--- src/rtl/f_mac_collect.sv ---
// f_mac_collect: tracks MAC accumulations in flight with a tag shift register and
// collects each finished result into a small FIFO. The result is sampled exactly
// LATENCY cycles after its final issue.
// Optional feature: define F_MAC_COLLECT_RELU_EN to push negative non-NaN results as +0.
module f_mac_collect #(
    parameter int unsigned DATA_W  = 32,
    parameter int unsigned LATENCY = 30,
    parameter int unsigned DEPTH   = 4
) (
    input  logic                    clk,
    input  logic                    rst,
    input  logic                    issue_i,
    input  logic [DATA_W-1:0]       mac_i,
    output logic                    issue_ready_o,
    output logic [DATA_W-1:0]       data_o,
    output logic                    valid_o,
    input  logic                    ready_i,
    output logic [$clog2(DEPTH):0]  count_o,
    output logic                    overflow_o
);

    localparam int unsigned PTR_W = $clog2(DEPTH);
    localparam int unsigned CNT_W = PTR_W + 1;
    localparam int unsigned IFL_W = $clog2(LATENCY + 1);
    localparam int unsigned SUM_W = ((IFL_W > CNT_W) ? IFL_W : CNT_W) + 1;

    logic [LATENCY-1:0] tag_q, tag_d;
    logic [IFL_W-1:0]   in_flight_q, in_flight_d;
    logic [PTR_W-1:0]   wr_ptr_q, wr_ptr_d;
    logic [PTR_W-1:0]   rd_ptr_q, rd_ptr_d;
    logic [CNT_W-1:0]   count_q, count_d;
    logic               valid_q, valid_d;
    logic [DATA_W-1:0]  data_q, data_d;
    logic               overflow_q, overflow_d;
    logic [DATA_W-1:0]  mem_q [DEPTH];
    logic [DATA_W-1:0]  mem_d [DEPTH];

    logic               capture_c;
    logic               pop_c;
    logic               push_c;
    logic               full_c;
    logic [DATA_W-1:0]  push_word_c;

    // The oldest tag position marks the cycle whose mac_i is the finished result.
    always_comb begin
        capture_c = tag_q[LATENCY-1];
    end

    // Tag shift register: one bit per cycle of MAC pipeline.
    generate
        if (LATENCY == 1) begin : g_tag_one
            always_comb begin
                tag_d = issue_i;
            end
        end else begin : g_tag_many
            always_comb begin
                tag_d = {tag_q[LATENCY-2:0], issue_i};
            end
        end
    endgenerate

`ifdef F_MAC_COLLECT_RELU_EN
    localparam int unsigned EXP_W  = (DATA_W >= 64) ? 11 : ((DATA_W >= 32) ? 8 : 5);
    localparam int unsigned FRAC_W = DATA_W - 1 - EXP_W;

    logic is_nan_c;

    // Clamp negative results to +0; NaNs keep their payload.
    always_comb begin
        is_nan_c    = (&mac_i[DATA_W-2 -: EXP_W]) && (|mac_i[FRAC_W-1:0]);
        push_word_c = (mac_i[DATA_W-1] && !is_nan_c) ? '0 : mac_i;
    end
`else
    // Results are stored bit-exact.
    always_comb begin
        push_word_c = mac_i;
    end
`endif

    // In-flight count mirrors the number of set bits in the tag register.
    always_comb begin
        in_flight_d = in_flight_q;
        if (issue_i && !capture_c) begin
            in_flight_d = in_flight_q + IFL_W'(1);
        end else if (capture_c && !issue_i) begin
            in_flight_d = in_flight_q - IFL_W'(1);
        end
    end

    // FIFO next state: a full FIFO still accepts a capture when the head leaves the same cycle.
    always_comb begin
        pop_c      = valid_q && ready_i;
        full_c     = (count_q == CNT_W'(DEPTH));
        push_c     = capture_c && (!full_c || pop_c);
        overflow_d = overflow_q | (capture_c && full_c && !pop_c);

        mem_d = mem_q;
        if (push_c) begin
            mem_d[wr_ptr_q] = push_word_c;
        end

        wr_ptr_d = push_c ? (wr_ptr_q + PTR_W'(1)) : wr_ptr_q;
        rd_ptr_d = pop_c  ? (rd_ptr_q + PTR_W'(1)) : rd_ptr_q;

        count_d = count_q;
        if (push_c && !pop_c) begin
            count_d = count_q + CNT_W'(1);
        end else if (pop_c && !push_c) begin
            count_d = count_q - CNT_W'(1);
        end

        valid_d = (count_d != '0);

        // Registered head word; unchanged while the head stays put.
        data_d = data_q;
        if (count_d != '0) begin
            data_d = mem_d[rd_ptr_d];
        end
    end

    // Control and status registers.
    always_ff @(posedge clk) begin
        if (rst) begin
            tag_q       <= '0;
            in_flight_q <= '0;
            wr_ptr_q    <= '0;
            rd_ptr_q    <= '0;
            count_q     <= '0;
            valid_q     <= 1'b0;
            data_q      <= '0;
            overflow_q  <= 1'b0;
        end else begin
            tag_q       <= tag_d;
            in_flight_q <= in_flight_d;
            wr_ptr_q    <= wr_ptr_d;
            rd_ptr_q    <= rd_ptr_d;
            count_q     <= count_d;
            valid_q     <= valid_d;
            data_q      <= data_d;
            overflow_q  <= overflow_d;
        end
    end

    // FIFO storage; contents are qualified by the pointers, so no reset is needed.
    always_ff @(posedge clk) begin
        mem_q <= mem_d;
    end

    // Admission check counts both queued words and results still in the MAC.
    always_comb begin
        issue_ready_o = (SUM_W'(in_flight_q) + SUM_W'(count_q)) < SUM_W'(DEPTH);
    end

    assign data_o     = data_q;
    assign valid_o    = valid_q;
    assign count_o    = count_q;
    assign overflow_o = overflow_q;

endmodule
--- config.mk ---
export PLATFORM = sky130hd
export DESIGN_NAME = f_mac_collect
export DESIGN_NICKNAME = d
export VERILOG_FILES = /design/src/rtl/f_mac_collect.sv
export SDC_FILE = /design/constraint.sdc
export NUM_CORES = 1
export LEC_CHECK = 0
export ABC_CLOCK_PERIOD_IN_PS = 2000
export CAP_MARGIN = 0
export CORE_MARGIN = 2
export CORE_UTILIZATION = 52
export CTS_CLUSTER_SIZE = 14
export DETAILED_ROUTE_END_ITERATION = 16
export GPL_ROUTABILITY_DRIVEN = 0
export PLACE_DENSITY = 0.82
export SLEW_MARGIN = 20
export SYNTH_ARGS = -nofsm -noshare
export SYNTH_HDL_FRONTEND = slang
export SYNTH_SLANG_ARGS = --single-unit
--- constraint.sdc ---
create_clock -name clk -period 2 [get_ports clk]
set_input_delay 0.4 -clock clk [delete_from_list [all_inputs] [get_ports clk]]
set_output_delay 0.4 -clock clk [all_outputs]
set_load 0.05 [all_outputs]
# Yosys cells after proc, flatten, opt, wreduce, memory -nomap -nowiden
# Index checks and enable logic that the tools add are counted.
# Widths: inputs -> output; s select.
dict set report totals {
  regBits 204
  in_bits 36
  out_inout_bits 38
  wordCells 56
}
dict set report classes {
  addsub 7
  order_cmp 4
  eq_ne 1
  mux 12
  bitwise 3
  reduce_logical 17
}
# cell count
set op_table {}
lappend op_table {{$bwmux 128} 1}
lappend op_table {{$mux 128} 1}
lappend op_table {{$mux 32} 3}
lappend op_table {{$bmux 32 s2} 1}
lappend op_table {{$demux 32 s2} 1}
lappend op_table {{$mux 5} 2}
lappend op_table {{$logic_and 1x1->1} 9}
lappend op_table {{$add 5x3->6} 1}
lappend op_table {{$ge 3x3->1 const B} 2}
lappend op_table {{$lt 6x3->1 const B} 1}
lappend op_table {{$mux 3} 2}
lappend op_table {{$not 2->3} 2}
lappend op_table {{$add 5x1->5 const B} 1}
lappend op_table {{$logic_not 1->1} 5}
lappend op_table {{$sub 5x1->5 const B} 1}
lappend op_table {{$add 2x1->2 const B} 2}
lappend op_table {{$add 3x1->3 const B} 1}
lappend op_table {{$eq 3x3->1 const B} 1}
lappend op_table {{$lt 3x1->1 const B} 1}
lappend op_table {{$reduce_bool 3->1} 1}
lappend op_table {{$sub 3x1->3 const B} 1}
lappend op_table {{$mux 2} 1}
lappend op_table {{$reduce_bool 2->1} 1}
lappend op_table {{$logic_or 1x1->1} 1}
lappend op_table {{$or 1x1->1} 1}

# Logic depth before layout (Yosys ltp)
dict set report depth {
  ltp_word 10
  depth_mapped 11
}

# Worst setup path after synthesis
# OpenSTA, ideal clock, no wires.
dict set report synth_timing {
  kind {flip-flop to output port}
  startpoint {register count_q[2], in the netlist count_o[2]}
  endpoint {output port issue_ready_o}
  arrival_ns 2.632
  setup_slack_ns -1.032
  stages_incl_launch_ff 4
  path_buffers 0
  cell_sequence {dfxtp_1 > ha_1 > or4_1 > a311oi_1}
}
dict set report synth_between {
  elab_chain_len 2
}
# element line
set synth_rtl {}
lappend synth_rtl {{start, declared} 31} ;# logic [CNT_W-1:0] count_q, count_d;
lappend synth_rtl {{start signal, assigned} 137} ;# count_q <= count_d;
lappend synth_rtl {{$add 5x3->6} 151} ;# issue_ready_o = (SUM_W'(in_flight_q) + SUM_W'(count_q)) < SUM_W'(DEPTH);
lappend synth_rtl {{$lt 6x3->1} 151}
lappend synth_rtl {{end, declared} 14} ;# output logic issue_ready_o,
# Every way passes these cells.

# Worst setup path after layout
dict set report layout_timing {
  startpoint {register count_q[1], in the netlist count_o[1]}
  endpoint {register data_q[27], in the netlist data_o[27]}
}
dict set report layout_between {
  elab_chain_len 9
}
# element line
set layout_rtl {}
lappend layout_rtl {{parallel branches: the longest is 9 deep, another holds $mux 128} -}
lappend layout_rtl {{end signal, assigned} 139} ;# data_q <= data_d;
lappend layout_rtl {{end, declared} 33} ;# logic [DATA_W-1:0] data_q, data_d;
# Parallel ways; which one is timed is not known. The select of a mux whose other input is x is not followed.
# A chain may end at the register's enable or synchronous reset.

==> impl_metrics.py <==
metrics = {
    "outcome": {
        "status": "complete, but fails checks",
        "violations": "negative setup slack",
    },
    "grt": {
        "grt_max_degree": 63,
        "antenna_found_initial": 0,
        "grtUsageTotal_pct": 25.0,
        "overflow": 0,
        "grt_pass1_vias": 6754,
        "grt_pass1_wl_um": 34100,
    },
    "floorplan": {
        "rows": 46,
        "die-area_sq_um": 17100,
        "die_w_um": 131,
        "start_util_pct": 52.8,
        "core_sq_um": 15800,
        "top_level_ports": 74,
        "die_y_um": 131,
    },
    "hold_path": {
        "worstHoldPathCells": 1,
        "hold_path_startpoint": "tag_q[24]",
        "hold_class": "reg -> reg",
        "hold_path_end": "tag_q[25]",
    },
    "place": {
        "hpwl_um": 11800,
        "port_buffers": 73,
        "place_ws_ns": -0.477,
        "placed_cell_area_sq_um": 9850,
    },
    "clocking": {
        "clock_sinks": 204,
        "cts_max_level": 1,
        "cts_buffers": 21,
        "cts_tree": "done",
        "clkTransAtPathRegs_ns": 0.06,
        "postCtsHoldBufs": 0,
        "cts-root-buf": "clkbuf_16",
        "insertion_delay_ns": 0.50,
        "cts_buffer_depth": 3,
    },
    "power": {
        "seqPwrFrac_pct": 33.2,
        "netSwitchingPower_mw": 4.81,
        "p_int_mw": 8.92,
        "ir_worst_vdd_mv": 0.763,
        "p_comb_share_pct": 37.7,
        "finalPower_mw": 13.7,
        "clkPwrFrac_pct": 29.1,
        "swShare_pct": 35.1,
        "leakage_nw": 4.62,
        "powerDensity_nw_per_um2": 1210,
    },
    "timing": {
        "hold_viol": 0,
        "finalClockSkew_ns": 0.0208,
        "finalCritPeriodShare_pct": 118,
        "slew_headroom_pct": 62.6,
        "finalMaxSlewViolations": 0,
        "rsz0062_at_grt": "yes",
        "max_freq_mhz": 424,
        "min_period_ns": 2.36,
        "setup_ws_ns": -0.357,
        "tightest_slew_ns": 0.561,
        "setup_viol": 33,
        "tns_ns": -9.64,
    },
    "final_layout": {
        "syn_to_final_growth_pct": 36.7,
        "fin_nets": 949,
        "n_fill_cell": 992,
        "fin_util_pct": 72.2,
        "fin_area_sq_um": 11400,
        "num_antenna_cells": 0,
        "drive_above_1_share_pct": 36.8,
    },
    "synth": {
        "synth_area_sq_um": 8330,
        "yosysWarnings": 0,
        "async_flop_share_pct": 0,
        "syn_inst": 769,
        "synthFlopType": "dfxtp_1",
        "synth_edf_count": 0,
        "synth_nets": 819,
        "avgSynthCellArea_sq_um": 10.8,
        "yosysUniqueCellTypes": 40,
        "ys_seq_elements": 204,
        "ys_seq_area_share_pct": 49.0,
    },
    "setup_path": {
        "path_class": "reg -> reg",
        "rrSetupSlack_ns": -0.36,
        "end_kind": "flip-flop",
        "timing.rr.start": "count_o[1]",
        "critPathRequiredTime_ns": 2.38,
        "cp.arrival_ns": 2.74,
        "crit_fanout": 6,
        "startpoint": "count_o[1]",
        "reg2reg_to": "data_o[27]",
        "cp-start-kind": "flip-flop",
        "rr_worst_depth": 12,
    },
    "run": {
        "maxCapViolCount": 0,
    },
    "detailed_routing": {
        "drt_iter0_drc": 510,
        "postRouteAntennaNets": 0,
        "wl_per_cell_um": 21.2,
        "vias": 6776,
        "drt_drc_violations_left": 0,
        "drt_wl_total_um": 23900,
        "vias_per_cell": 6.00,
        "drtPass1Iterations": 5,
    },
}
## critical path, stage by stage, from the launching register on
cell and delay, ns:
dfxtp_4 0.35, buf_6 0.11, inv_4 0.04, ha_4 0.16, buf_6 0.12, a22oi_2 0.20, mux2i_2 0.15, xnor2_2 0.26
buf_4 0.17, nand3_4 0.12, buf_6 0.18, clkbuf_16 0.16, a311oi_1 0.23
## cells in the mapped netlist (4+ instances only)
library cell,count,area share [%]
dfxtp_1,204,49
mux2_2,98,13
nor2_1,79,3.6
o21ai_0,35,2.1
a211oi_1,33,3.0
a311oi_1,33,3.5
nor3_1,33,2.0
mux2_1,31,4.2
o221a_1,31,4.2
nor2b_1,30,2.3
o21ai_1,30,1.8
buf_2,27,1.6
clkbuf_1,21,0.95
ha_1,13,2.0
buf_4,8,0.72
buf_6,7,0.95
a21oi_1,6,0.36
inv_1,6,0.27
mux2i_1,6,0.72
nand2_1,5,0.23
xnor2_1,5,0.53
o211a_1,4,0.48
## area by class of cell
class / count / area [sq um] / area share (%)
clock buffers: 28 / 572 / 5.02
clock inverters: 9 / 126 / 1.11
inverters: 6 / 25.0 / 0.220
multi-input cells: 494 / 4450 / 39.0
flip-flops and latches: 204 / 4100 / 36.0
well taps: 216 / 270 / 2.37
repair buffers: 172 / 1850 / 16.3
## power groups by stage
stage          registers, mW  clock network [mW]  logic, mW
2_1_floorplan           5.24                   0       1.56
3_3_place_gp            4.59                   0       3.26
3_5_place_dp            4.59                   0       3.35
4_1_cts                 4.51                4.00       4.00
5_1_grt                 4.57                4.18       5.38
6_report                4.56                4.00       5.18
## metrics by stage
step                std cells  hold WS [ns]
finish                   1129         0.440
global route             1129         0.453
CTS                      1117         0.360
detailed placement       1063         0.422
global placement         1063         0.416
floorplan                 769         0.414
## repair_timing
action                                  in CTS  in global routing
cloned                                       5                  6
endpoints found under the setup margin      68                 65
buffers inserted                            12                 10
pin swaps                                   15                 20
gates resized for setup                     94                 84
## kinds of logic after synthesis
logic type,after synthesis,share of synthesized area (%)
AO/OA/AOI/OAI,180,16.2
XOR/XNOR,9,1.04
buffers and inverters,71,4.60
flip-flops,204,49.0
multiplexers,135,18.2
adder cells (fa/ha/maj),14,2.19
AND/OR/NAND/NOR,156,8.79
## routing by layer
layer  vias up  wire, um  GRT usage (%)
li1       3085         -              -
met1      3364      9610           31.0
met2       254     12200           44.5
met3        73      1340           3.75
met4         0       779           8.89
met5         -         0              0
## worst max-delay path by stage
stage / depth (start not counted) / end
6_report: 12 / data_o[27]
5_1_grt: 12 / data_o[16]
4_1_cts: 4 / issue_ready_o
3_5_place_dp: 8 / data_o[6]
3_3_place_gp: 8 / data_o[6]
2_1_floorplan: 3 / issue_ready_o
## layout by cell type (no fill, tap or decap), drive strengths merged, types with 3 or more instances in the layout
cell	Yosys	final
dfxtp	204	204
xor2	3	3
a311oi	33	33
a211oi	33	33
xnor2	6	6
buf	44	99
clkinv	0	5
dlygate4sd2	0	35
nor3	33	33
mux2	129	129
mux2i	6	6
clkdlybuf4s50	0	34
o221a	31	31
a21oi	7	7
bufinv	0	3
inv	6	7
nand2	5	5
nor2	79	79
o211a	4	4
nor2b	30	30
clkbuf	21	32
ha	13	13
o21ai	65	65
## state kept, by name (all words and copies together) (netlist names)
signal,cells
data_o,32
in_flight_q,5
count_o,3
overflow_o,1
tag_q,30
mem_q,128
rd_ptr_q,2
valid_o,1
wr_ptr_q,2
(Power assumes the default switching activity.)
